**config.mk**
```make
export PLATFORM = sky130hd
export DESIGN_NAME = ex_mem_pipe_reg_flat
export DESIGN_NICKNAME = d
export VERILOG_FILES = /design/src/rtl/mips_pkg.sv /design/src/rtl/ex_mem_pipe_reg_if.sv /design/src/rtl/flag_reg.sv /design/src/rtl/ex_mem_pipe_reg.sv /design/src/flat_wrapper.sv
export SDC_FILE = /design/constraint.sdc
export NUM_CORES = 1
export LEC_CHECK = 0
export CORE_UTILIZATION = 38
export DETAILED_ROUTE_END_ITERATION = 10
export MAX_ROUTING_LAYER = met4
export PLACE_DENSITY = 0.84
export RECOVER_POWER = 50
export SYNTH_ARGS = -nofsm -noshare
export SYNTH_HDL_FRONTEND = slang
export SYNTH_HIERARCHICAL = 1
export SYNTH_SLANG_ARGS = --single-unit
```
**constraint.sdc**
```tcl
create_clock -name clk -period 1.3 [get_ports clk]
set_input_delay 0.26 -clock clk [delete_from_list [all_inputs] [get_ports clk]]
set_output_delay 0.26 -clock clk [all_outputs]
set_load 0.01 [all_outputs]
```
**src/rtl/mips_pkg.sv**
```systemverilog
// -----------------------------------------------------------------------------
// mips_pkg
// Shared definitions for the EX/MEM pipeline boundary:
//   - default datapath and register-number widths
//   - bit positions of the architectural condition flags {C,V,N,Z}
//   - the MEM/WB control word and the all-zero bubble value
//   - a helper for the per-flag masked write
// -----------------------------------------------------------------------------
package mips_pkg;

  localparam int DW_DEF = 32;
  localparam int RW_DEF = 5;

  localparam int FLG_C = 3;
  localparam int FLG_V = 2;
  localparam int FLG_N = 1;
  localparam int FLG_Z = 0;

  typedef struct packed {
    logic valid;
    logic reg_write;
    logic mem_read;
    logic mem_write;
  } ctrl_t;

  localparam ctrl_t CTRL_BUBBLE = 4'b0000;

  // The select is a known enable bit, so an X on a data bit whose enable is
  // low never reaches the stored flag.
  function automatic logic flag_bit_next(input logic we, input logic d, input logic q);
    return we ? d : q;
  endfunction

endpackage

```
**src/rtl/ex_mem_pipe_reg_if.sv**
```systemverilog
// -----------------------------------------------------------------------------
// ex_mem_pipe_reg_if
// Bundle of the EX-side inputs and MEM-side outputs of the EX/MEM register.
//   master : EX stage / testbench side (drives ex_*, observes mem_* and flags)
//   slave  : the pipeline register (consumes ex_*, drives mem_* and flags)
// -----------------------------------------------------------------------------
interface ex_mem_pipe_reg_if #(
  parameter int DW = 32,
  parameter int RW = 5
);
  logic          ex_valid;
  logic [DW-1:0] ex_result;
  logic [DW-1:0] ex_store_data;
  logic [RW-1:0] ex_rd;
  logic          ex_reg_write;
  logic          ex_mem_read;
  logic          ex_mem_write;
  logic [3:0]    ex_flags;
  logic [3:0]    ex_flag_we;

  logic          mem_valid;
  logic [DW-1:0] mem_result;
  logic [DW-1:0] mem_store_data;
  logic [RW-1:0] mem_rd;
  logic          mem_reg_write;
  logic          mem_mem_read;
  logic          mem_mem_write;
  logic [3:0]    flags;

  modport master (
    output ex_valid, ex_result, ex_store_data, ex_rd,
           ex_reg_write, ex_mem_read, ex_mem_write, ex_flags, ex_flag_we,
    input  mem_valid, mem_result, mem_store_data, mem_rd,
           mem_reg_write, mem_mem_read, mem_mem_write, flags
  );

  modport slave (
    input  ex_valid, ex_result, ex_store_data, ex_rd,
           ex_reg_write, ex_mem_read, ex_mem_write, ex_flags, ex_flag_we,
    output mem_valid, mem_result, mem_store_data, mem_rd,
           mem_reg_write, mem_mem_read, mem_mem_write, flags
  );
endinterface

```
**src/rtl/flag_reg.sv**
```systemverilog
// -----------------------------------------------------------------------------
// flag_reg
// Architectural {C,V,N,Z} register with a per-bit write mask.
//   clk   : clock
//   reset : synchronous active-high reset, clears all flags
//   en    : update enable (a real, non-stalled, non-flushed instruction)
//   d     : candidate flag values {C,V,N,Z}
//   we    : per-flag write enable, same bit order as d
//   q     : registered flags
// -----------------------------------------------------------------------------
module flag_reg
  import mips_pkg::*;
(
  input  logic       clk,
  input  logic       reset,
  input  logic       en,
  input  logic [3:0] d,
  input  logic [3:0] we,
  output logic [3:0] q
);

  logic [3:0] q_r;
  logic [3:0] next_s;

  // Next flag value: each bit written only when both en and its mask bit are set.
  always_comb begin
    next_s = q_r;
    if (en) begin
      next_s[FLG_C] = flag_bit_next(we[FLG_C], d[FLG_C], q_r[FLG_C]);
      next_s[FLG_V] = flag_bit_next(we[FLG_V], d[FLG_V], q_r[FLG_V]);
      next_s[FLG_N] = flag_bit_next(we[FLG_N], d[FLG_N], q_r[FLG_N]);
      next_s[FLG_Z] = flag_bit_next(we[FLG_Z], d[FLG_Z], q_r[FLG_Z]);
    end else begin
      next_s = q_r;
    end
  end

  // Flag storage with synchronous clear.
  always_ff @(posedge clk) begin
    if (reset) begin
      q_r <= 4'b0000;
    end else begin
      q_r <= next_s;
    end
  end

  assign q = q_r;

endmodule

```
**src/rtl/ex_mem_pipe_reg.sv**
```systemverilog
// -----------------------------------------------------------------------------
// ex_mem_pipe_reg
// EX/MEM pipeline register plus architectural condition flags.
//   clk   : clock, rising edge
//   reset : synchronous active-high reset (wins over stall and flush)
//   stall : hold every register, flags included (flush ignored)
//   flush : load a bubble instead of the EX instruction; flags untouched
//   bus   : ex_* inputs from EX, mem_* outputs to MEM, flags
// Data fields (result, store data, rd) load on every non-stalled cycle; only
// the valid/control word is squashed on a bubble.
// -----------------------------------------------------------------------------
module ex_mem_pipe_reg
  import mips_pkg::*;
#(
  parameter int DW = DW_DEF,
  parameter int RW = RW_DEF
) (
  input  logic               clk,
  input  logic               reset,
  input  logic               stall,
  input  logic               flush,
  ex_mem_pipe_reg_if.slave   bus
);

  logic [DW-1:0] result_r;
  logic [DW-1:0] store_data_r;
  logic [RW-1:0] rd_r;
  ctrl_t         ctrl_r;
  ctrl_t         ctrl_next_s;
  logic          flag_en_s;
  logic [3:0]    flags_s;

  // Control word to load: a bubble when flushed or when EX holds no instruction.
  always_comb begin
    ctrl_next_s = CTRL_BUBBLE;
    if (bus.ex_valid && !flush) begin
      ctrl_next_s.valid     = 1'b1;
      ctrl_next_s.reg_write = bus.ex_reg_write;
      ctrl_next_s.mem_read  = bus.ex_mem_read;
      ctrl_next_s.mem_write = bus.ex_mem_write;
    end else begin
      ctrl_next_s = CTRL_BUBBLE;
    end
  end

  assign flag_en_s = !stall && !flush && bus.ex_valid;

  // Pipeline register: reset > stall (hold) > load.
  always_ff @(posedge clk) begin
    if (reset) begin
      result_r     <= {DW{1'b0}};
      store_data_r <= {DW{1'b0}};
      rd_r         <= {RW{1'b0}};
      ctrl_r       <= CTRL_BUBBLE;
    end else if (stall) begin
      result_r     <= result_r;
      store_data_r <= store_data_r;
      rd_r         <= rd_r;
      ctrl_r       <= ctrl_r;
    end else begin
      result_r     <= bus.ex_result;
      store_data_r <= bus.ex_store_data;
      rd_r         <= bus.ex_rd;
      ctrl_r       <= ctrl_next_s;
    end
  end

  flag_reg u_flag_reg (
    .clk   (clk),
    .reset (reset),
    .en    (flag_en_s),
    .d     (bus.ex_flags),
    .we    (bus.ex_flag_we),
    .q     (flags_s)
  );

  assign bus.mem_valid      = ctrl_r.valid;
  assign bus.mem_reg_write  = ctrl_r.reg_write;
  assign bus.mem_mem_read   = ctrl_r.mem_read;
  assign bus.mem_mem_write  = ctrl_r.mem_write;
  assign bus.mem_result     = result_r;
  assign bus.mem_store_data = store_data_r;
  assign bus.mem_rd         = rd_r;
  assign bus.flags          = flags_s;

endmodule

```
**src/flat_wrapper.sv**
```systemverilog
// flat-port wrapper written by rule: the top's interface ports become plain ports
module ex_mem_pipe_reg_flat import mips_pkg::*;
#(
  parameter int DW = DW_DEF,
  parameter int RW = RW_DEF
)
  (clk, reset, stall, flush, bus_ex_valid, bus_ex_result, bus_ex_store_data, bus_ex_rd, bus_ex_reg_write, bus_ex_mem_read, bus_ex_mem_write, bus_ex_flags, bus_ex_flag_we, bus_mem_valid, bus_mem_result, bus_mem_store_data, bus_mem_rd, bus_mem_reg_write, bus_mem_mem_read, bus_mem_mem_write, bus_flags);
  ex_mem_pipe_reg_if #(.DW(DW), .RW(RW)) bus_i ();
  input  logic clk;
  input  logic reset;
  input  logic stall;
  input  logic flush;
  input wire logic [$bits(bus_i.ex_valid)-1:0] bus_ex_valid;
  input wire logic [$bits(bus_i.ex_result)-1:0] bus_ex_result;
  input wire logic [$bits(bus_i.ex_store_data)-1:0] bus_ex_store_data;
  input wire logic [$bits(bus_i.ex_rd)-1:0] bus_ex_rd;
  input wire logic [$bits(bus_i.ex_reg_write)-1:0] bus_ex_reg_write;
  input wire logic [$bits(bus_i.ex_mem_read)-1:0] bus_ex_mem_read;
  input wire logic [$bits(bus_i.ex_mem_write)-1:0] bus_ex_mem_write;
  input wire logic [$bits(bus_i.ex_flags)-1:0] bus_ex_flags;
  input wire logic [$bits(bus_i.ex_flag_we)-1:0] bus_ex_flag_we;
  output wire logic [$bits(bus_i.mem_valid)-1:0] bus_mem_valid;
  output wire logic [$bits(bus_i.mem_result)-1:0] bus_mem_result;
  output wire logic [$bits(bus_i.mem_store_data)-1:0] bus_mem_store_data;
  output wire logic [$bits(bus_i.mem_rd)-1:0] bus_mem_rd;
  output wire logic [$bits(bus_i.mem_reg_write)-1:0] bus_mem_reg_write;
  output wire logic [$bits(bus_i.mem_mem_read)-1:0] bus_mem_mem_read;
  output wire logic [$bits(bus_i.mem_mem_write)-1:0] bus_mem_mem_write;
  output wire logic [$bits(bus_i.flags)-1:0] bus_flags;
  assign bus_i.ex_valid = bus_ex_valid;
  assign bus_i.ex_result = bus_ex_result;
  assign bus_i.ex_store_data = bus_ex_store_data;
  assign bus_i.ex_rd = bus_ex_rd;
  assign bus_i.ex_reg_write = bus_ex_reg_write;
  assign bus_i.ex_mem_read = bus_ex_mem_read;
  assign bus_i.ex_mem_write = bus_ex_mem_write;
  assign bus_i.ex_flags = bus_ex_flags;
  assign bus_i.ex_flag_we = bus_ex_flag_we;
  assign bus_mem_valid = bus_i.mem_valid;
  assign bus_mem_result = bus_i.mem_result;
  assign bus_mem_store_data = bus_i.mem_store_data;
  assign bus_mem_rd = bus_i.mem_rd;
  assign bus_mem_reg_write = bus_i.mem_reg_write;
  assign bus_mem_mem_read = bus_i.mem_mem_read;
  assign bus_mem_mem_write = bus_i.mem_mem_write;
  assign bus_flags = bus_i.flags;
  ex_mem_pipe_reg #(.DW(DW), .RW(RW)) u_core (.clk(clk), .reset(reset), .stall(stall), .flush(flush), .bus(bus_i));
endmodule
```
======== Yosys cells after proc, flatten, opt, wreduce, memory -nomap -nowiden ========
Index checks and enable logic that the tools add are counted.
storage, ports and cells
  register bits ........................... 77
  bits of input ports ..................... 85
  output and inout port bits .............. 77
  word-level logic and storage cells ...... 21
cells by class
  mux-type cells .......................... 1
  reductions and logical operators ........ 9
operators by type and width
  kind                 number
  2-bit AND reduction  4
  4-bit 2-to-1 mux     1
  1-bit logical AND    3
  1-bit logical NOT    2

======== Depth between registers and ports, before layout ========
  word-level depth ........................ 4
  mapped depth ............................ 5
  gate-level depth less buffers ........... 3

======== By module ========
Netlist, hierarchy kept.
modules (own cells, without submodules)
  module           times used  cells an instance  area an instance (um2)  sequential area each (um2)
  ex_mem_pipe_reg  1           239                2667.6                  1461.4
  flag_reg         1           17                 175.2                   80.1

======== Worst setup path after synthesis ========
No wires, ideal clock.
  kind .................................... in2reg
  from .................................... input port stall
  to ...................................... register u_core.u_flag_reg.q_r[0] (netlist: u_core/u_flag_reg/q[0])
  setup time .............................. 0.115 ns
  data arrival time ....................... 0.932 ns
  required time ........................... 1.185 ns
  path slack .............................. 0.253 ns
  stages .................................. 5
  path buffers ............................ 2
  path through ............................ buf_6 -> nor3b_2 -> buf_6 -> a21bo_1 -> a21oi_2
between the ends
  cells in the longest elaborated chain, start to end .. 4
ends and longest elaborated chain
  element                          RTL line               source
  from (decl)                      flat_wrapper.sv:11     input logic stall;
  1-bit logical NOT                ex_mem_pipe_reg.sv:46  assign flag_en_s = !stall && !flush && bus.ex_valid;
  1-bit logical AND (2 in series)  ex_mem_pipe_reg.sv:46
  via u_core.flag_en_s             ex_mem_pipe_reg.sv:30  logic flag_en_s;
  2-bit AND reduction (no line)    --
  to (signal assigned)             flag_reg.sv:43         q_r <= next_s;
  to (decl)                        flag_reg.sv:22         logic [3:0] q_r;
The timed path passes the listed nets, and every way through them passes these cells.
A chain may end at the register's enable or synchronous reset.

======== Worst setup path after layout ========
  from .................................... register u_core.result_r[27] (netlist: u_core/bus.mem_result[27])
  to ...................................... output port bus_mem_result[27]
RTL lines
  element                 RTL line               source
  from (decl)             ex_mem_pipe_reg.sv:25  logic [DW-1:0] result_r;
  from (signal assigned)  ex_mem_pipe_reg.sv:51  result_r <= {DW{1'b0}};
  from (signal assigned)  ex_mem_pipe_reg.sv:56  result_r <= result_r;
  from (signal assigned)  ex_mem_pipe_reg.sv:61  result_r <= bus.ex_result;
  to (decl)               flat_wrapper.sv:23     output wire logic [$bits(bus_i.mem_result)-1:0] bus_mem_result;
No word-level cell between the ends.

==> metrics.md <==
| Metric | Value |
|---|---|
| Avg Cell Area, Syn | 11.1 um2 |
| TritonCTS Sinks | 77 |
| Maximum VDD drop | 0.000800 V |
| Post-Route WL | 6780 um |
| Min-Delay Path Class | in -> reg |
| CORE AREA | 0.00725 mm2 |
| Slowest stage delay, CP | 0.36 ns |
| Register bit total from synthesis | 77 |
| Design Power | 5.44 mW |
| Max_cap viols | 0 |
| Clk_lat worst skew | 0.33 ns |
| Worst EP arrival | slightly below 1 ns |
| Mapped cell area | 0.00284 mm2 |
| HPWL after DPL | 5090 um |
| P&R area growth vs syn | 61.6% |
| Register area | 0.00154 mm2 |
| Std-Cell Rows | 31 |
| Ratio of cells with drive above 1 in the final layout | 0.0591 |
| Initial Util | 0.392 |
| Die extent in y | 88.5 um |
| Cts hold-fix bufs | 0 |
| Setup ws final | between 0.06 and 0.07 ns |
| Critical setup path kind | reg -> out |
| Post-CTS setup repair buffer count | 0 |
| Place WS | -0.0939 ns |
| Cells after synthesis | 256 |
| Post-route cell area | between 0.004 and 0.005 mm2 |
| CP required | 1.04 ns |
| Worst Tran Pin Value | 0.813 ns |
| RSZ-0062 raised after global routing | false |
| Die ar. | 0.00783 mm2 |
| CTS buffer count | 9 |
| GPL Wtd Cong | 0.741 |
| Fillers | 641 |
| Placed instance area | around 0.0045 mm2 |
| Register area share after synthesis | 0.542 |
| H-tree levels | 3 |
| Area occupied by multi-input gates | 0.00112 mm2 |
| Max-slew violations | 0 |
| FMAX | ~810 MHz |
| DR iter-0 viols | 38 |
| WL per Instance | approximately 13 um |
| CP cell instances | dlygate4sd2_1 |
| Status | finished, final reports clean |
| Vias | 2380 |
| Pleak | 2.27 nW |
| CTS max path bufs | 2 |
| I/O Buffers | 161 |
| Synth area leader | dfxtp_1 |
| CTS tree | done |
| Startpoint types | flip-flop |
| Synth unique cells | 16 |
| Drt first pass iters | 4 |
| Pwr per Cell Area | between 1000 and 1500 mW/mm2 |
| Gr usage total | 0.175 |
| Vias in the first global route | 2251 |
| Critical path's slowest cell | dfxtp_1 |
| Critical Path End Type | output port |
| Initial antenna violation count | 0 |
| Final ANT Viol Nets | 0 |
| Worst Path Max Fanout | 2 |
| CP top delay family | flip-flops |
| Die width | 88.5 um |
| Root buffer cell | clkbuf_8 |
| Nets@finish | 504 |
| Min Hold Slack | between 0.2 and 0.3 ns |
| Yosys warns | 6 |
| DRC viols | 0 |
| Max_slew headroom | 0.458 |
| Top cells by area, synth | dfxtp_1, mux2i_1, nor2_1 |
| Diodes inserted | 0 |
| Pin count of the biggest net entering global routing | 36 |
| Final setup viols | 0 |
| Worst Path Buf+Inv | 1 |
| Worst clock skew | 0 ns |
| Final hold vios | 0 |
| Top Ports | around 160 |
| Vias per Instance | 4.56 |
| Clk slew on worst S/H paths | approximately 0.080 ns |
| Tmin final | 1.24 ns |
| Global route overflow | 0 |
| Top-area cell type share of the netlist area | 0.542 |
| First-pass GRT wire length | 10100 um |
| Syn Nets | 341 |
| Final worst path period share | 0.952 |
-- cells by family after synthesis --
family | Yosys count | synth area share
and+or+nand+nor | 81 | 0.121
AOI/OAI and AO/OA | 12 | 0.0313
DFF | 77 | 0.542
buffers and inverters | 17 | 0.0629
muxes | 69 | 0.243
-- timing repair --
item / 4_1_cts / 5_1_grt
hold endpoints to repair: 0 / 0
gates resized for setup: 77 / 0
setup endpoints to repair: 77 / 0
-- cells in the mapped netlist --
cell	count
nand4bb_1	3
nand2_1	3
a21oi_2	1
o21ba_1	1
clkbuf_1	7
dfxtp_1	77
and2_1	1
mux2i_1	69
nor2_1	69
buf_2	2
a21oi_1	6
nor3b_2	1
buf_6	2
buf_12	6
nand3_1	4
a21bo_1	4
-- per-layer routing --
layer	GRT usage	wire (um)
met5	-	0
met4	0.0806	150
met3	0.0494	511
met2	0.306	3410
met1	0.183	2710
-- worst paths after layout --
path                            depth (start not counted)                              startpoint  slack, ns                                      to
worst max register to register                          2     u_core/u_flag_reg/q[2]$_SDFFE_PP0P_       0.57     u_core/u_flag_reg/q[2]$_SDFFE_PP0P_
worst min-delay path                                    2                                   reset       0.28  u_core/bus.mem_result[20]$_SDFFE_PP0N_
worst min register to register                          2   u_core/bus.mem_mem_write$_SDFFE_PP0N_       0.48   u_core/bus.mem_mem_write$_SDFFE_PP0N_
worst max-delay path                                    1  u_core/bus.mem_result[27]$_SDFFE_PP0N_       0.06                      bus_mem_result[27]
-- flip-flops by register name, summed over array words and instances (netlist names) --
signal / cells
u_core/bus.mem_result: 32
u_core/bus.mem_mem_write: 1
u_core/u_flag_reg/q: 4
u_core/bus.mem_store_data: 32
u_core/bus.mem_valid: 1
u_core/bus.mem_reg_write: 1
u_core/bus.mem_rd: 5
u_core/bus.mem_mem_read: 1
-- where the power goes --
part | internal [mW] | switching, mW
registers | 2.49 | 0.0597
logic | 0.492 | 0.328
clock network | 1.26 | 0.808
-- through the flow --
| step | utilization | setup TNS, ns | instances |
|---|---|---|---|
| 2_1_floorplan | - | 0 | 256 |
| 3_3_place_gp | 0.622 | -0.181 | 507 |
| 3_5_place_dp | 0.622 | -0.283 | 507 |
| 4_1_cts | 0.641 | 0 | 522 |
| 5_1_grt | 0.633 | 0 | 522 |
| 6_report | 0.633 | 0 | 522 |
-- cell type report --
class / count / share of cell area
Tap cell: 99 / 0.0270
Timing Repair Buffer: 169 / 0.344
Multi-Input combinational cell: 162 / 0.244
Clock buffer: 10 / 0.0278
Sequential cell: 77 / 0.336
Clock inverter: 5 / 0.0218
-- cells in the final DEF (no fill, tap or decap), drive strengths merged --
master         Yosys  layout
a21bo              4       4
a21oi              7       7
and2               1       1
buf               10       5
bufinv             0       3
clkbuf             7      15
clkdlybuf4s50      0      82
clkinv             0       2
dfxtp             77      77
dlygate4sd2        0      77
mux2i             69      69
nand2              3       3
nand3              4       4
nand4bb            3       3
nor2              69      69
nor3b              1       1
o21ba              1       1
(Power assumes the default switching activity.)
